===== src/rtl/psram_load_arbiter.sv =====
`default_nettype none
// ============================================================================
// psram_load_arbiter : lends the PSRAM pins to a host image loader while the
// PCH is idle and writes the loader's byte stream using SPI 0x02 commands.
// Revision : 1.0
// ============================================================================
module psram_load_arbiter #(
  parameter int GUARD_CYCLES = 16,
  parameter int STALL_MAX    = 255,
  parameter int SYNC_STAGES  = 2
) (
  input  logic        clk,
  input  logic        reset,
  input  logic        spi_cs_in,
  input  logic        wr_req,
  input  logic [23:0] wr_addr,
  input  logic [7:0]  wr_len,
  input  logic [7:0]  wr_data,
  input  logic        wr_data_valid,
  output logic        wr_data_ready,
  output logic        wr_busy,
  output logic        wr_done,
  output logic        wr_abort,
  output logic        ram_owner,
  output logic        ctl_clk,
  output logic        ctl_cs0,
  output logic        ctl_cs1,
  output logic        ctl_mosi
);
  localparam int GW = $clog2(GUARD_CYCLES + 1);
  localparam int SW = $clog2(STALL_MAX + 1);

  localparam logic [2:0] S_IDLE  = 3'd0;
  localparam logic [2:0] S_GUARD = 3'd1;
  localparam logic [2:0] S_SEL   = 3'd2;
  localparam logic [2:0] S_SHIFT = 3'd3;
  localparam logic [2:0] S_END   = 3'd4;
  localparam logic [2:0] S_DESEL = 3'd5;
  localparam logic [2:0] S_FIN   = 3'd6;

  logic [SYNC_STAGES-1:0] cs_pipe;
  logic                   cs_sync;

  logic [2:0]    state, state_n;
  logic          chip_sel, chip_sel_n;
  logic [22:0]   addr_lo, addr_lo_n;
  logic [7:0]    len, len_n;
  logic [GW-1:0] guard_cnt, guard_cnt_n;
  logic [SW-1:0] stall_cnt, stall_cnt_n;
  logic [31:0]   shifter, shifter_n;
  logic [4:0]    bit_cnt, bit_cnt_n;
  logic          phase, phase_n;
  logic          in_data, in_data_n;
  logic          need_byte, need_byte_n;
  logic [7:0]    byte_cnt, byte_cnt_n;

  logic cs0_n, cs1_n, sclk_n, mosi_n, owner_n, busy_n, ready_n, done_n, abort_n;

  logic active, pch_abort, stalling, stall_timeout, kill;
  logic guard_done, chunk_last, last_byte;

  always_ff @(posedge clk or posedge reset) begin
    if (reset) begin
      cs_pipe <= '1;
    end else begin
      cs_pipe[0] <= spi_cs_in;
      for (int i = 1; i < SYNC_STAGES; i++) cs_pipe[i] <= cs_pipe[i-1];
    end
  end
  assign cs_sync = cs_pipe[SYNC_STAGES-1];

  assign active        = (state == S_SEL) || (state == S_SHIFT) ||
                         (state == S_END) || (state == S_DESEL);
  assign pch_abort     = active && !cs_sync;
  assign stalling      = (state == S_SHIFT) && !phase && need_byte && !wr_data_valid;
  assign stall_timeout = stalling && (stall_cnt == SW'(STALL_MAX));
  assign kill          = pch_abort || stall_timeout;
  assign guard_done    = (state == S_GUARD) && cs_sync && (guard_cnt == GW'(GUARD_CYCLES - 1));
  assign chunk_last    = (state == S_SHIFT) && phase && (bit_cnt == 5'd0);
  assign last_byte     = in_data && (byte_cnt == len);

  always_ff @(posedge clk or posedge reset) begin
    if (reset) begin
      state         <= S_IDLE;
      chip_sel      <= 1'b0;
      addr_lo       <= '0;
      len           <= '0;
      guard_cnt     <= '0;
      stall_cnt     <= '0;
      shifter       <= '0;
      bit_cnt       <= '0;
      phase         <= 1'b0;
      in_data       <= 1'b0;
      need_byte     <= 1'b0;
      byte_cnt      <= '0;
      ctl_cs0       <= 1'b1;
      ctl_cs1       <= 1'b1;
      ctl_clk       <= 1'b0;
      ctl_mosi      <= 1'b0;
      ram_owner     <= 1'b0;
      wr_busy       <= 1'b0;
      wr_data_ready <= 1'b0;
      wr_done       <= 1'b0;
      wr_abort      <= 1'b0;
    end else begin
      state         <= state_n;
      chip_sel      <= chip_sel_n;
      addr_lo       <= addr_lo_n;
      len           <= len_n;
      guard_cnt     <= guard_cnt_n;
      stall_cnt     <= stall_cnt_n;
      shifter       <= shifter_n;
      bit_cnt       <= bit_cnt_n;
      phase         <= phase_n;
      in_data       <= in_data_n;
      need_byte     <= need_byte_n;
      byte_cnt      <= byte_cnt_n;
      ctl_cs0       <= cs0_n;
      ctl_cs1       <= cs1_n;
      ctl_clk       <= sclk_n;
      ctl_mosi      <= mosi_n;
      ram_owner     <= owner_n;
      wr_busy       <= busy_n;
      wr_data_ready <= ready_n;
      wr_done       <= done_n;
      wr_abort      <= abort_n;
    end
  end

  always_comb begin
    state_n = state;
    case (state)
      S_IDLE:  if (wr_req) state_n = S_GUARD;
      S_GUARD: if (guard_done) state_n = S_SEL;
      S_SEL:   state_n = S_SHIFT;
      S_SHIFT: if (chunk_last && last_byte) state_n = S_END;
      S_END:   state_n = S_DESEL;
      S_DESEL: state_n = S_FIN;
      S_FIN:   state_n = S_IDLE;
      default: state_n = S_IDLE;
    endcase
    if (kill) state_n = S_IDLE;
  end

  always_comb begin
    chip_sel_n  = chip_sel;
    addr_lo_n   = addr_lo;
    len_n       = len;
    guard_cnt_n = guard_cnt;
    stall_cnt_n = stall_cnt;
    shifter_n   = shifter;
    bit_cnt_n   = bit_cnt;
    phase_n     = phase;
    in_data_n   = in_data;
    need_byte_n = need_byte;
    byte_cnt_n  = byte_cnt;
    cs0_n       = ctl_cs0;
    cs1_n       = ctl_cs1;
    sclk_n      = ctl_clk;
    mosi_n      = ctl_mosi;
    owner_n     = ram_owner;
    busy_n      = wr_busy;
    ready_n     = 1'b0;
    done_n      = 1'b0;
    abort_n     = 1'b0;
    case (state)
      S_IDLE: begin
        if (wr_req) begin
          chip_sel_n  = wr_addr[23];
          addr_lo_n   = wr_addr[22:0];
          len_n       = wr_len;
          guard_cnt_n = '0;
          busy_n      = 1'b1;
        end
      end
      S_GUARD: begin
        if (!cs_sync) begin
          guard_cnt_n = '0;
        end else if (guard_done) begin
          owner_n     = 1'b1;
          shifter_n   = {8'h02, 1'b0, addr_lo};
          bit_cnt_n   = 5'd31;
          phase_n     = 1'b0;
          in_data_n   = 1'b0;
          need_byte_n = 1'b0;
          byte_cnt_n  = '0;
          stall_cnt_n = '0;
          guard_cnt_n = '0;
        end else begin
          guard_cnt_n = guard_cnt + GW'(1);
        end
      end
      S_SEL: begin
        cs0_n = chip_sel;
        cs1_n = !chip_sel;
      end
      S_SHIFT: begin
        if (!phase) begin
          sclk_n = 1'b0;
          // At a byte boundary the bit goes out straight from wr_data.
          if (need_byte) begin
            if (wr_data_valid) begin
              ready_n     = 1'b1;
              shifter_n   = {wr_data, 24'h000000};
              mosi_n      = wr_data[7];
              need_byte_n = 1'b0;
              stall_cnt_n = '0;
              phase_n     = 1'b1;
            end else begin
              stall_cnt_n = stall_cnt + SW'(1);
            end
          end else begin
            mosi_n  = shifter[31];
            phase_n = 1'b1;
          end
        end else begin
          sclk_n    = 1'b1;
          shifter_n = {shifter[30:0], 1'b0};
          phase_n   = 1'b0;
          if (bit_cnt == 5'd0) begin
            if (!last_byte) begin
              need_byte_n = 1'b1;
              bit_cnt_n   = 5'd7;
            end
            if (in_data) byte_cnt_n = byte_cnt + 8'd1;
            in_data_n = 1'b1;
          end else begin
            bit_cnt_n = bit_cnt - 5'd1;
          end
        end
      end
      S_END: begin
        sclk_n = 1'b0;
        mosi_n = 1'b0;
      end
      S_DESEL: begin
        cs0_n = 1'b1;
        cs1_n = 1'b1;
      end
      S_FIN: begin
        owner_n = 1'b0;
        busy_n  = 1'b0;
        done_n  = 1'b1;
      end
      default: ;
    endcase
    if (kill) begin
      cs0_n   = 1'b1;
      cs1_n   = 1'b1;
      sclk_n  = 1'b0;
      mosi_n  = 1'b0;
      owner_n = 1'b0;
      busy_n  = 1'b0;
      ready_n = 1'b0;
      abort_n = 1'b1;
    end
  end
endmodule
`default_nettype wire


===== config.mk =====
export PLATFORM = sky130hd
export DESIGN_NAME = psram_load_arbiter
export DESIGN_NICKNAME = d
export VERILOG_FILES = /design/src/rtl/psram_load_arbiter.sv
export SDC_FILE = /design/constraint.sdc
export NUM_CORES = 1
export LEC_CHECK = 0
export CAP_MARGIN = 20
export CORE_UTILIZATION = 50
export CTS_BUF_LIST = sky130_fd_sc_hd__clkbuf_8 sky130_fd_sc_hd__clkbuf_16
export DETAILED_ROUTE_END_ITERATION = 8
export MAX_ROUTING_LAYER = met4
export PLACE_DENSITY = 0.75
export SLEW_MARGIN = 20
export SYNTH_ARGS = -nofsm -noshare
export SYNTH_HDL_FRONTEND = slang
export SYNTH_SLANG_ARGS = --single-unit
export TNS_END_PERCENT = 100

===== constraint.sdc =====
create_clock -name clk -period 4.09 [get_ports clk]
set_input_delay 1.227 -clock clk [delete_from_list [all_inputs] [get_ports clk]]
set_output_delay 1.227 -clock clk [all_outputs]
set_load 0.02 [all_outputs]

# Word level (Yosys, flattened, before mapping)
# Index checks and enable logic that the tools add are counted.
word_totals:
  regBits: 107
  latch_bits: 0
  ram_bits: 0
  rom_bits: 0
  out_inout_bits: 9
  n_memories: 0
classes:
  addsub: 4
  mul: 0
  div_mod_pow: 0
  magnitude_cmp: 0
  eq_ne: 28
  shifts: 0
  mux: 71
  n_bitwise: 0
  reduce_logical: 40
ops:
  columns: ["operator", "n"]
  rows:
  - ["$mux W32", 5]
  - ["$mux W8", 8]
  - ["$pmux W32 S2", 1]
  - ["$mux W5", 8]
  - ["$pmux W8 S2", 2]
  - ["$mux W1", 31]
  - ["$reduce_and A5 Y1", 5]
  - ["$ne A3 B3 Y1 const B", 8]
  - ["$pmux W5 S2", 2]
  - ["$pmux W1 S2", 9]
  - ["$pmux W3 S6", 1]
  - ["$add A8 B1 Y8 const B", 2]
  - ["$ne A2 B2 Y1 const B", 7]
  - ["$mux W3", 4]
  - ["$reduce_and A3 Y1", 4]
  - ["$reduce_bool A3 Y1", 4]
  - ["$logic_and A1 B1 Y1", 11]
  - ["$eq A3 B3 Y1 const B", 3]
  - ["$eq A8 B8 Y1", 1]
  - ["$eq A8 B8 Y1 const B", 1]
  - ["$eq A3 B2 Y1 const B", 2]
  - ["$ne A3 B2 Y1 const B", 2]
  - ["$reduce_and A2 Y1", 3]
  - ["$reduce_and A6 Y1", 1]
  - ["other kinds (11)", 18]

# Longest topological paths before layout
# Gate-level depths: netlist of the first run.
logic_depth:
  word_depth: 8
  mapped_depth: 9
  mapped_depth_nobuf: 7

# Least setup slack after synthesis of the first run
# OpenSTA, ideal clock, no wires.
synth_timing:
  path_kind: "input port to flip-flop"
  from: "input wr_req"
  to: "register addr_lo[0]"
  setup_time_ps: 125
  t_arrival_ps: 2208
  required_ps: 3965
  slack_ps: 1757
  cell_stages: 3
  path_buffers: 1
  cell_sequence: "nor4b_2 > buf_4 > mux2_2"
synth_via:
  elab_chain_len: 1
synth_lines:
  columns: ["element", "line_no", "rtl"]
  rows:
  - ["from (decl)", "15", "input logic wr_req,"]
  - ["$reduce_and A2 Y1 (no line)", null, null]
  - ["to (signal assigned)", "108", "addr_lo <= addr_lo_n;"]
  - ["to (decl)", "46", "logic [22:0] addr_lo, addr_lo_n;"]
# No other way between the ends.
# A chain may end at the register's enable or synchronous reset.

# Worst setup path in the final report of the first run
layout_timing:
  from: "register state[1]"
  to: "register shifter[25]"
layout_via:
  elab_chain_len: 5
layout_lines:
  columns: ["element", "line_no", "rtl"]
  rows:
  - ["from (decl)", "44", "logic [2:0] state, state_n;"]
  - ["from (signal assigned)", "106", "state <= state_n;"]
  - ["$eq A3 B1 Y1", "78, 166", null]
  - ["$logic_and A1 B1 Y1 (2 in a row)", "78", "assign guard_done = (state == S_GUARD) && cs_sync && (guard_cnt == GW'(GUARD_CYCLES - 1));"]
  - ["$ne A2 B2 Y1 (no line)", null, null]
  - ["$reduce_and A5 Y1 (no line)", null, null]
  - ["to (signal assigned)", "112", "shifter <= shifter_n;"]
  - ["to (decl)", "50", "logic [31:0] shifter, shifter_n;"]
# Several ways; a longest one is shown, not always the timed one.

==> metrics, run 1 <==
leakage power total=2.66 nW; Num CTS Buffers=9; EDFF count, synth=0; first-pass GRT wire length=17,100 µm; hold path cells=0; worst r2r dst=shifter[25]$_DFFE_PP0P_; root buf cell=clkbuf_8; syn_nets=531; htree depth=3; Post-synth ARST share=1.00; grt ovf=0; # setup viols final=0; Worst slew margin=0.411; I/O pin cnt=54; mean post-synth cell area=10.6 µm²; clk buf depth=2; Total Wirelength=9850 µm; FP Rows=36; DRC Markers=0; Hold Path Class=reg2reg; Avg WL per Cell=15.0 µm; status=finished, final reports clean; Syn Inst Count=481; Sw Share=0.263; PwrDens=343 nW/µm²; Yosys cell types=54; Total GRT Usage=0.214; TritonCTS clock tree=yes; ys flop type=dfrtp_1; Internal Pwr Total=0.00148 W; Comb power frac=0.112; sequential share of the synthesized area=0.525; Area growth syn-to-layout=14.9%; total negative setup slack=0 ns; Clock Power Share=0.305; Worst R2R Setup Slack=1.23 ns; fin crit period=2.86 ns; CP Max Fanout=39; P_sw=0.000529 W; initial core utilization=0.521; Final nets=571; antenna fix cells=0; IO Port Bufs=53; worst r2r src=state[1]$_DFFE_PP0P_; Clock transition at path regs=0.10 ns; crit path kind=reg2reg; Core ar.=9820 µm²; largest cells by area after synthesis=dfrtp_1 (50%), mux2_2 (7.3%), nand2_1 (3.7%); die height=103 µm; Clk Latency, worst-skew pair=0.38 ns; Sequential Power Share=0.583; CTS Hold Bufs=0; Fill cells=862; crit path launch type=flop; placer congestion estimate=0.859; WHS Endpoint=cs_pipe[1]$_DFF_PP1_; post-DR vias/cell=5.66; largest net degree at the start of global routing=45; Antenna Nets Post-Route=0; fmax=0.350 GHz; die area=10,600 µm²; CP Capture Type=flop; post-synthesis cell area=5110 µm²; FF+latch count, synth=107; critical path arrival=3.13 ns; layout cells sized above 1=0.127; leading area contributor after synthesis=dfrtp_1; DIE WIDTH=103 µm; CP Data Required Time=4.36 ns; Post-Route Skew=0.0124 ns; DPL Wire Length=6630 µm; vias=3,729; reg2reg path depth=6; Worst-Margin Slew=0.884 ns; Max IR drop VDD=0.165 mV; number of global-route vias before repair=3,640; clock sinks=107; Final Cell Area=5870 µm²; MaxCap Viol Count=0; Synth Warn #=0; post-cts resize count=0; First-pass DRT Iterations=5; min-delay src=cs_pipe[0]$_DFF_PP1_; initial antenna violation count=0; period utilisation layout=0.699; Hold Vio Cnt, Final=0; Multi-input gate area=2220 µm²; Reg area=2680 µm²; DRT iter0 DRCs=171; RSZ-0062 raised after global routing=no; Post-CTS Setup Bufs=0; Synth top area share=0.504; Area after DPL=5690 µm²; Pins Over Slew Limit=0
## cells in the mapped netlist (3+ instances only)
cell,number
dfrtp_1,103
nand2_1,50
a21oi_1,36
mux2_2,33
o21ai_0,32
and3_1,24
nor2_1,23
nand3_1,14
o21ai_1,13
clkbuf_1,11
o31ai_1,11
mux2i_1,9
nor3_1,9
buf_4,8
nand2b_1,8
xor2_1,8
inv_1,7
xnor2_1,7
buf_2,6
buf_6,5
ha_1,5
dfstp_2,4
nand4_1,4
nor2b_1,4
a31oi_1,3
nand3b_1,3
nor4_1,3
## stage by stage
step	worst slack (ns)	std cells	power [W]	util	hold WS, ns
5_1_grt	0.964	659	0.00211	0.598	0.373
4_1_cts	1.23	659	0.00203	0.598	0.369
2_1_floorplan	0.0524	481	0.00133	-	0.345
3_3_place_gp	1.10	643	0.00141	0.579	0.351
6_report	1.23	659	0.00201	0.598	0.368
3_5_place_dp	1.04	643	0.00142	0.579	0.351
## cell type report
cell class                 instances  share of cell area
timing repair buffer              59               0.100
multi-input combinational        337               0.378
clock inverter                     7              0.0104
clock buffer                       9              0.0211
tap                              133              0.0283
inverter                           7             0.00490
sequential                       107               0.457
## critical path: stages, from the launching register on
cell and delay [ns]:
dfrtp_1 0.71, and4bb_1 0.33, and2_1 0.42, o21ai_4 0.57
buf_4 0.44, a21oi_1 0.07, a21o_1 0.19
## power groups by stage
| stage | combinational (W) | clock, W | sequential (W) |
|---|---|---|---|
| after global placement | 0.000218 | 0 | 0.00119 |
| after floorplan | 0.000149 | 0 | 0.00118 |
| after global routing | 0.000253 | 0.000672 | 0.00118 |
| after CTS | 0.000229 | 0.000628 | 0.00117 |
| final | 0.000226 | 0.000613 | 0.00117 |
| after detailed placement | 0.000229 | 0 | 0.00119 |
## cells in the final DEF, fill, tap and decap left out, types with 3 or more instances in the layout
cell type | netlist | routed
nand2_1 | 50 | 50
clkinv_4 | 0 | 3
o21ai_1 | 13 | 13
mux2_2 | 33 | 33
xor2_1 | 8 | 8
xnor2_1 | 7 | 7
and3_1 | 24 | 24
o31ai_1 | 11 | 11
nand2b_1 | 8 | 8
nor2_1 | 23 | 23
buf_4 | 8 | 5
ha_1 | 5 | 5
inv_1 | 7 | 7
nand3_1 | 14 | 14
nor4_1 | 3 | 3
nor2b_1 | 4 | 4
clkdlybuf4s50_1 | 0 | 53
a21oi_1 | 36 | 36
dfstp_2 | 4 | 4
nor3_1 | 9 | 9
o21ai_0 | 32 | 32
clkbuf_8 | 0 | 9
nand4_1 | 4 | 4
nand3b_1 | 3 | 3
dfrtp_1 | 103 | 103
a31oi_1 | 3 | 3
mux2i_1 | 9 | 9
## per-layer routing
| metal | GRT usage | share of wire | routed length, µm | up-vias |
|---|---|---|---|---|
| met5 | - | 0 | 0 | - |
| met2 | 0.331 | 0.48 | 4780 | 71 |
| li1 | - | - | - | 1803 |
| met1 | 0.289 | 0.47 | 4620 | 1849 |
| met3 | 0.0298 | 0.035 | 344 | 6 |
| met4 | 0.0769 | 0.011 | 111 | 0 |
## registers in the layout, summed over array words and instances, names as in the netlist, 2 cells and up
signal and flops:
cs_pipe 2, guard_cnt 5, shifter 32, byte_cnt 8
addr_lo 23, stall_cnt 8, state 3, len 8
bit_cnt 5
## logic make-up (layout without fill, tap and decap cells)
| family | Yosys count | after routing | share of synthesized area |
|---|---|---|---|
| fa+ha+maj | 5 | 5 | 0.0122 |
| buf+inv | 37 | 82 | 0.0419 |
| compound gates | 119 | 119 | 0.142 |
| simple gates | 156 | 156 | 0.163 |
| xor+xnor | 15 | 15 | 0.0257 |
| flops | 107 | 107 | 0.525 |
| mux | 42 | 42 | 0.0903 |
## worst max path at each step
stage,startpoint,end,slack (ns),depth (start not counted)
after global placement,wr_data_valid,shifter[25]$_DFFE_PP0P_,1.10,7
after CTS,state[1]$_DFFE_PP0P_,shifter[25]$_DFFE_PP0P_,1.23,6
final,state[1]$_DFFE_PP0P_,shifter[25]$_DFFE_PP0P_,1.23,6
after global routing,state[1]$_DFFE_PP0P_,shifter[25]$_DFFE_PP0P_,0.96,6
after floorplan,reset,addr_lo[0]$_DFFE_PP0P_,0.05,1
after detailed placement,wr_data_valid,shifter[25]$_DFFE_PP0P_,1.04,7
(Power assumes the default switching activity.)
==> run 2: changes to the inputs <==
==> constraint.sdc (replaced) <==
create_clock -name clk -period 2.55 [get_ports clk]
set_input_delay 0.765 -clock clk [delete_from_list [all_inputs] [get_ports clk]]
set_output_delay 0.765 -clock clk [all_outputs]
set_load 0.02 [all_outputs]
==> run 2 against run 1 <==
Net effect:
- cell area grew 2.5%
- utilization grew 1.5 points
- hold slack gained 0.0031 ns
- sequential share of layout area shrank 1.1 points
- global-route usage shrank 0.22 points
- clock power grew 66%
- combinational power grew 65%
==> metrics, run 2 (synthesis gave the netlist of run 1 again) <==
min-delay src=cs_pipe[0]$_DFF_PP1_ (unchanged); TritonCTS clock tree=yes (unchanged); grt ovf=0 (unchanged); crit path launch type=flop (unchanged); Levels on crit path=1 (was 6); I/O pin cnt=54 (unchanged); Clock transition at path regs=0.10 ns (about the same); fin crit period=2.31 ns; cell chain of the critical path=clkdlybuf4s50_1 (was and4bb_1 > and2_1 > o21ai_4 > buf_4 > a21oi_1 > a21o_1); Max IR drop VDD=0.274 mV (was 0.165 mV); most frequent cells in the layout=dfrtp_1 (103), clkdlybuf4s50_1 (53), nand2_1 (50) (unchanged); clk buf depth=2 (unchanged); die height=103 µm (unchanged); Avg WL per Cell=14.9 µm (was 15.0 µm); slack of the critical path=0.241 ns (was 1.23 ns); Max stage delay on crit path=0.60 ns (was 0.71 ns); worst hold slack=0.371 ns (was 0.368 ns); DPL Wire Length=6830 µm (was 6630 µm); top flop regs=shifter x32, addr_lo x23 (unchanged); First-pass DRT Iterations=5 (unchanged); fmax=0.433 GHz; initial antenna violation count=0 (unchanged); Worst-Margin Slew=0.615 ns (was 0.884 ns); Biggest register=shifter (unchanged); Num CTS Buffers=9 (unchanged); number of global-route vias before repair=3,619 (was 3,640); post-DR vias/cell=5.56 (was 5.66); slowest cell on the critical path=clkdlybuf4s50_1 (was dfrtp_1); PwrDens=543 nW/µm² (was 343 nW/µm²); commonest non-fill, non-tap cell in the layout=dfrtp_1 (unchanged); status=finished, final reports clean (unchanged); Buf+Inv Stages, Crit Path=1 (unchanged); # setup viols final=0 (unchanged); period utilisation layout=0.905; layout cells sized above 1=0.149 (was 0.127); first-pass GRT wire length=16,800 µm (was 17,100 µm); max reg flops=32 (unchanged); total negative setup slack=0 ns (unchanged); CP top delay family=buffers and inverters (was compound AO/OA/AOI/OAI gates); IO Port Bufs=53 (unchanged); CTS Hold Bufs=0 (unchanged); RSZ-0062 raised after global routing=no (unchanged); Worst slew margin=0.589 (was 0.411); clock sinks=107 (unchanged); post-cts resize count=0 (unchanged); worst r2r src=guard_cnt[0]$_DFFE_PP0P_ (was state[1]$_DFFE_PP0P_); antenna fix cells=0 (unchanged); Post-CTS Setup Bufs=0 (unchanged); htree depth=3 (unchanged); Pins Over Slew Limit=0 (unchanged); hold path cells=0 (unchanged); Hold Vio Cnt, Final=0 (unchanged); leakage power total=2.73 nW (was 2.66 nW); Total GRT Usage=0.212 (was 0.214); DIE WIDTH=103 µm (unchanged); DRT iter0 DRCs=172 (was 171); crit path kind=reg2out (was reg2reg); MaxCap Viol Count=0 (unchanged); die area=10,600 µm² (unchanged); Antenna Nets Post-Route=0 (unchanged); critical path launch point=ctl_cs1$_DFFE_PP1P_ (was state[1]$_DFFE_PP0P_); Total Wirelength=10,000 µm (was 9850 µm); vias=3,730 (was 3,729); Area growth syn-to-layout=17.8% (was 14.9%); critical path arrival=1.54 ns (was 3.13 ns); Hold Path Class=reg2reg (unchanged); initial core utilization=0.521 (unchanged); CP Max Fanout=3 (was 39); CP Data Required Time=1.79 ns (was 4.36 ns); CP Capture Type=primary output (was flop); FP Rows=36 (unchanged); Clk Latency, worst-skew pair=0.39 ns (was 0.38 ns); root buf cell=clkbuf_8 (unchanged); pre-CTS WS=0.202 ns (was 1.04 ns); reg2reg path depth=6 (unchanged); Final nets=583 (was 571); utilization after layout=0.613 (was 0.598); Final Cell Area=6020 µm² (was 5870 µm²); Area after DPL=5830 µm² (was 5690 µm²); Core ar.=9820 µm² (unchanged); placer congestion estimate=0.873 (was 0.859); DRC Markers=0 (unchanged); Post-Route Skew=0.0136 ns (was 0.0124 ns); largest net degree at the start of global routing=37 (was 45)
==> run 2: changes by cell type in the layout (fill, tap and decap cells not counted), moves of 2 or more <==
cell,change
buf_4,+8
clkinv_4,-2
buf_12,+4
inv_6,+2
==> run 2: cell type report <==
| type | count | area (µm²) |
|---|---|---|
| fillers | 842 | 3800 |
| well taps | 133 | 166 |
| multi-input cells | 337 | 2220 |
| inverters | 7 | 30.0 |
| flip-flops and latches | 107 | 2680 |
| clock inverters | 7 | 67.6 |
| clock buffers | 9 | 124 |
| repair buffers | 71 | 728 |
==> run 2: worst paths after layout <==
check                                     endpoint  slack (ns)
setup / recovery                           ctl_cs1        0.24
hold / removal                cs_pipe[1]$_DFF_PP1_        0.37
setup reg to reg           shifter[10]$_DFFE_PP0P_        0.47
hold reg to reg               cs_pipe[1]$_DFF_PP1_        0.37
max in group asynchronous     cs_pipe[1]$_DFF_PP1_        1.14
min in group asynchronous  shifter[28]$_DFFE_PP0P_        0.79
==> run 2: worst register-to-register path, stage by stage (launching register included) <==
cell and delay [ns]:
dfrtp_1 0.42, ha_1 0.26, and4b_1 0.27, and2_1 0.23, o21ai_4 0.34, buf_4 0.33
o21ai_0 0.13
==> run 2: power breakdown <==
part           switching [W]  leakage [nW]  internal [W]  total, W
clock               0.000636        0.0993      0.000381   0.00102
combinational       0.000168          1.27      0.000206  0.000374
sequential         0.0000732          1.36       0.00181   0.00188
==> run 2: metrics by stage <==
step	cells	power, W
floorplan	481	0.00213
global placement	655	0.00227
detailed placement	655	0.00229
CTS	671	0.00330
global route	671	0.00342
finish	671	0.00327
==> run 2: metal layers <==
| layer | GRT usage | routed length [µm] | vias up |
|---|---|---|---|
| li1 | - | - | 1821 |
| met1 | 0.285 | 4920 | 1841 |
| met2 | 0.322 | 4630 | 60 |
| met3 | 0.0481 | 329 | 8 |
| met4 | 0.0607 | 121 | 0 |
| met5 | - | 0 | - |
